### config.mk
export PLATFORM = sky130hd
export DESIGN_NAME = xor_sweep_ctrl
export DESIGN_NICKNAME = d
export VERILOG_FILES = /design/src/rtl/xor_sweep_ctrl.sv
export SDC_FILE = /design/constraint.sdc
export NUM_CORES = 1
export LEC_CHECK = 0
export BUFFER_PORTS_ARGS = -buffer_cell sky130_fd_sc_hd__clkbuf_2
export CAP_MARGIN = 20
export CELL_PAD_IN_SITES_DETAIL_PLACEMENT = 1
export CELL_PAD_IN_SITES_GLOBAL_PLACEMENT = 1
export CORE_AREA = 2 2 75 130
export CTS_CLUSTER_DIAMETER = 40
export CTS_CLUSTER_SIZE = 24
export DETAILED_ROUTE_END_ITERATION = 16
export DIE_AREA = 0 0 77 132
export PLACE_DENSITY_LB_ADDON = 0.1
export SLEW_MARGIN = 15
export SYNTH_ARGS = -nofsm -noshare
export SYNTH_HDL_FRONTEND = slang
export SYNTH_SLANG_ARGS = --single-unit
### constraint.sdc
create_clock -name clk -period 1.9 [get_ports clk]
set_input_delay 0.095 -clock clk [delete_from_list [all_inputs] [get_ports clk]]
set_output_delay 0.095 -clock clk [all_outputs]
set_load 0.01 [all_outputs]
### src/rtl/xor_sweep_ctrl.sv
// Sweep sequencer and on-chip self-check for the XOR datapath (f = a ^ b).
// It drives every operand pair, waits out the datapath latency, and counts mismatches.
module xor_sweep_ctrl #(
  parameter int WIDTH = 4,
  parameter int LAT   = 1,
  parameter int ERRW  = 16
) (
  input  logic             clk,
  input  logic             rst,
  input  logic             start,
  output logic             busy,
  output logic             done,
  output logic             op_valid,
  output logic [WIDTH-1:0] op_a,
  output logic [WIDTH-1:0] op_b,
  input  logic [WIDTH-1:0] dp_f,
  output logic [ERRW-1:0]  err_cnt,
  output logic             ferr_vld,
  output logic [WIDTH-1:0] ferr_a,
  output logic [WIDTH-1:0] ferr_b
);

  typedef enum logic [2:0] {
    S_IDLE,
    S_DRIVE,
    S_WAIT,
    S_CHECK,
    S_DONE
  } state_t;

  localparam int         IDXW      = 2 * WIDTH;
  localparam logic [2:0] WAIT_LAST = 3'((LAT > 0) ? LAT - 1 : 0);

  state_t           r_state;
  logic [IDXW-1:0]  r_idx;
  logic [2:0]       r_wcnt;
  logic             r_busy;
  logic             r_done;
  logic             r_op_valid;
  logic [ERRW-1:0]  r_err;
  logic             r_ferr_vld;
  logic [WIDTH-1:0] r_ferr_a;
  logic [WIDTH-1:0] r_ferr_b;

  logic w_mis;
  logic w_last;

  function automatic logic [ERRW-1:0] sat_inc(input logic [ERRW-1:0] v);
    return (&v) ? v : v + ERRW'(1);
  endfunction

  // Operands come straight from the index register, so they stay stable
  // from DRIVE through CHECK and keep the last vector after the sweep.
  assign op_a     = r_idx[IDXW-1:WIDTH];
  assign op_b     = r_idx[WIDTH-1:0];
  assign w_mis    = (dp_f != (op_a ^ op_b));
  assign w_last   = &r_idx;

  assign busy     = r_busy;
  assign done     = r_done;
  assign op_valid = r_op_valid;
  assign err_cnt  = r_err;
  assign ferr_vld = r_ferr_vld;
  assign ferr_a   = r_ferr_a;
  assign ferr_b   = r_ferr_b;

  always_ff @(posedge clk) begin
    if (rst) begin
      r_state    <= S_IDLE;
      r_idx      <= '0;
      r_wcnt     <= '0;
      r_busy     <= 1'b0;
      r_done     <= 1'b0;
      r_op_valid <= 1'b0;
      r_err      <= '0;
      r_ferr_vld <= 1'b0;
      r_ferr_a   <= '0;
      r_ferr_b   <= '0;
    end else begin
      r_done     <= 1'b0;
      r_op_valid <= 1'b0;
      case (r_state)
        S_IDLE: begin
          if (start) begin
            r_idx      <= '0;
            r_err      <= '0;
            r_ferr_vld <= 1'b0;
            r_ferr_a   <= '0;
            r_ferr_b   <= '0;
            r_busy     <= 1'b1;
            r_op_valid <= 1'b1;
            r_state    <= S_DRIVE;
          end
        end
        S_DRIVE: begin
          r_wcnt  <= '0;
          r_state <= (LAT > 0) ? S_WAIT : S_CHECK;
        end
        S_WAIT: begin
          if (r_wcnt == WAIT_LAST) r_state <= S_CHECK;
          else                     r_wcnt  <= r_wcnt + 3'd1;
        end
        S_CHECK: begin
          if (w_mis) begin
            r_err <= sat_inc(r_err);
            if (!r_ferr_vld) begin
              r_ferr_vld <= 1'b1;
              r_ferr_a   <= op_a;
              r_ferr_b   <= op_b;
            end
          end
          // The sweep stops on the all-ones index; it never wraps.
          if (w_last) begin
            r_done  <= 1'b1;
            r_state <= S_DONE;
          end else begin
            r_idx      <= r_idx + IDXW'(1);
            r_op_valid <= 1'b1;
            r_state    <= S_DRIVE;
          end
        end
        S_DONE: begin
          r_busy  <= 1'b0;
          r_state <= S_IDLE;
        end
        default: begin
          r_busy  <= 1'b0;
          r_state <= S_IDLE;
        end
      endcase
    end
  end

endmodule

==> results.json <==
{
  "synth_nets": 253,
  "worstPathRequired_ns": 2.10,
  "synth_edf_count": 0,
  "arrival_ns": 2.02,
  "cts_tree": "done",
  "drc": 0,
  "tightest_slew_ns": 0.5698,
  "finalNetCount": 333,
  "yosysUniqueCellTypes": 48,
  "synthCells": 242,
  "dieArea_sq_mm": 0.01016,
  "p_switching_uw": 547.9,
  "ctsHoldBuffers": 0,
  "synth-seq-area-share_pct": 39.34,
  "first_pass_iters": 4,
  "dp_hpwl_microns": 5803,
  "grt_pass1_vias": 2193,
  "synth_warnings": 0,
  "busiest_layer": "met2",
  "use_met1_pct": 14.77,
  "max_freq_ghz": 0.5517,
  "syn_area_per_cell_sq_um": 8.831,
  "coreArea_sq_mm": 0.009094,
  "setup_viol_count_final": 0,
  "whs_ns": 0.1747,
  "min_path_type": "in2reg",
  "viasPerCell": 4.810,
  "crit_fanout": 4,
  "clkLatencyLatePin_ns": 0.28,
  "finClkSkew_ns": 0.004061,
  "vias": 2131,
  "max_slew_margin_pct": 61.97,
  "cts.clk_slew.worst_paths_ns": 0.06,
  "cts_buffers": 5,
  "wl_per_cell_microns": 16.81,
  "critPathKind": "reg2reg",
  "ys_ff_latch": 42,
  "fin_util_pct": 32.24,
  "grt_overflow": 0,
  "clockRootBuffer": "clkbuf_16",
  "gp_congestion": 0.7848,
  "grt_start_max_net_pins": 16,
  "die_x_microns": 77,
  "drive_gt1_share_pct": 36.53,
  "cp-start-kind": "register",
  "finalHoldViolCount": 0,
  "die_h_microns": 132,
  "routed_wl_microns": 7445,
  "swShare_pct": 26.18,
  "p_leak_nw": 1.145,
  "grt_pass1_wl_microns": 11770,
  "clockBufferDepth": 2,
  "antenna_found_initial": 0,
  "diodes": 0,
  "async_flop_share_pct": 0,
  "p_per_area_mw_per_mm2": 714.0,
  "max-vdd-ir-drop_uv": 298.9,
  "status": "finished, final reports clean",
  "synthFlopType": "dfxtp_1",
  "period_minus_slack_ns": 1.812,
  "clkPwrFrac_pct": 41.8,
  "cp-end-kind": "register",
  "seqPwrFrac_pct": 43.5,
  "cts_max_level": 2,
  "grt_util_met2_pct": 29.82,
  "antenna_left": 0,
  "slew_viol_final": 0,
  "netlist_area_sq_mm": 0.002137,
  "area_delta_synth_final_pct": 37.18,
  "portBuffers": 42,
  "internal_power_mw": 1.545,
  "cts_num_sinks": 42,
  "drv_cap": 0,
  "fp-row-count": 46,
  "pin_count": 43,
  "start_util_pct": 23.50,
  "grt_setup_unrepaired": "false",
  "track_usage_pct": 14.78,
  "post-route-period-util_pct": 95.39,
  "use_met3_pct": 2.260,
  "dr.first_iter.drc_count": 93,
  "share_comb_of_total_power_pct": 14.6
}
-- placed cells by master (no fill, tap or decap), types with 4 or more instances in the layout --
master and n:
buf_4 44, clkbuf_2 42, dfxtp_1 36, nor2_1 26
nand2_1 19, nand3_1 19, a21oi_1 16, o211ai_1 9
o31ai_1 9, nor3_1 8, o21ai_0 8, nand4_1 7
dfxtp_2 6, inv_1 5, xor2_1 5, clkbuf_16 5
nand2b_1 4, nand3b_1 4
-- state kept, by name, summed over array words and instances, names as in the netlist, 3 cells and up --
register and flops:
err_cnt 16, r_idx 8, r_state 3, ferr_a 4
r_wcnt 3, ferr_b 4
-- worst paths after layout --
kind / start / endpoint / slack [ns] / cells after the start
max: r_idx[3]$_SDFFE_PP0P_ / err_cnt[15]$_SDFFE_PP0P_ / 0.09 / 5
min: rst / err_cnt[1]$_SDFFE_PP0P_ / 0.17 / 2
max reg2reg: r_idx[3]$_SDFFE_PP0P_ / err_cnt[15]$_SDFFE_PP0P_ / 0.09 / 5
min reg2reg: ferr_a[2]$_SDFFE_PP0P_ / ferr_a[2]$_SDFFE_PP0P_ / 0.47 / 2
-- Yosys cell counts, drive strengths merged (2+ instances only) --
master | n | area, sq um
a22oi | 2 | 15.01
nand3 | 19 | 95.09
or2 | 3 | 18.77
o211ai | 9 | 67.56
nand4 | 7 | 43.79
and4 | 2 | 20.02
o21ai | 8 | 40.04
dfxtp | 42 | 840.8
nand3b | 4 | 30.03
o31ai | 9 | 67.56
o2111ai | 3 | 26.28
xor2 | 5 | 43.79
a21oi | 16 | 80.08
nand2 | 19 | 71.32
nor2 | 28 | 105.1
or3 | 4 | 27.52
ha | 4 | 50.05
a2bb2oi | 3 | 26.28
a41oi | 2 | 32.53
xnor3 | 4 | 93.84
clkbuf | 6 | 32.53
o41ai | 2 | 17.52
a32o | 2 | 20.02
nor3 | 8 | 40.04
nand2b | 6 | 37.54
inv | 5 | 18.77
buf | 7 | 51.29
-- power by group through the flow --
stage	combinational, mW	sequential [mW]	clock, mW
3_3_place_gp	0.298	0.929	0
4_1_cts	0.303	0.910	0.921
3_5_place_dp	0.298	0.930	0
6_report	0.306	0.911	0.876
5_1_grt	0.337	0.913	0.956
2_1_floorplan	0.168	0.932	0
-- logic make-up (layout without fill, tap and decap cells) --
family / after synthesis / in the layout / synth area share [%]
adders and majority gates: 4 / 4 / 2.342
muxes: 1 / 1 / 0.4684
xor gates and xnor gates: 10 / 10 / 6.850
DFF: 42 / 42 / 39.34
AOI/OAI and AO/OA: 62 / 62 / 21.25
buffers and inverters: 18 / 99 / 4.801
and+or+nand+nor: 105 / 105 / 24.94
-- repair_timing --
action	4_1_cts	5_1_grt
endpoints found under the hold margin	0	0
resized for setup	2	8
setup endpoints to repair	2	9
buffers inserted	0	1
pin swaps	0	8
cloned	0	0
-- critical path, stage by stage (launching register included) --
cell and delay (ns):
dfxtp_2 0.34, xnor3_2 0.38, and4_4 0.22, a211o_4 0.36
or2_1 0.23, o31ai_1 0.21
-- cell type report --
cell class                      count  area, sq um
Inverter                            5        18.77
Clock inverter                      1        5.005
Tap cell                          120        150.1
Clock buffer                        7        142.6
Timing Repair Buffer               86        540.5
Multi-Input combinational cell    182         1226
Sequential cell                    42        848.3
Fill cell                        1144         6162
-- metal layers --
layer | vias to the layer above | wire length, microns
met1 | 1037 | 2788
met5 | - | 0
li1 | 1054 | -
met2 | 31 | 4349
met3 | 9 | 166
met4 | 0 | 140
-- through the flow --
step	power (mW)	setup WS, ns	area (sq um)	TNS [ns]	cells
floorplan	1.100	0.0003845	2151	0	242
global placement	1.227	-0.02460	2750	-0.02460	434
detailed placement	1.229	-0.03627	2750	-0.03627	434
CTS	2.135	0.03520	2908	0	442
global route	2.206	0.002276	2932	0	443
finish	2.093	0.08756	2932	0	443
Power figures use the tool's default switching activity.
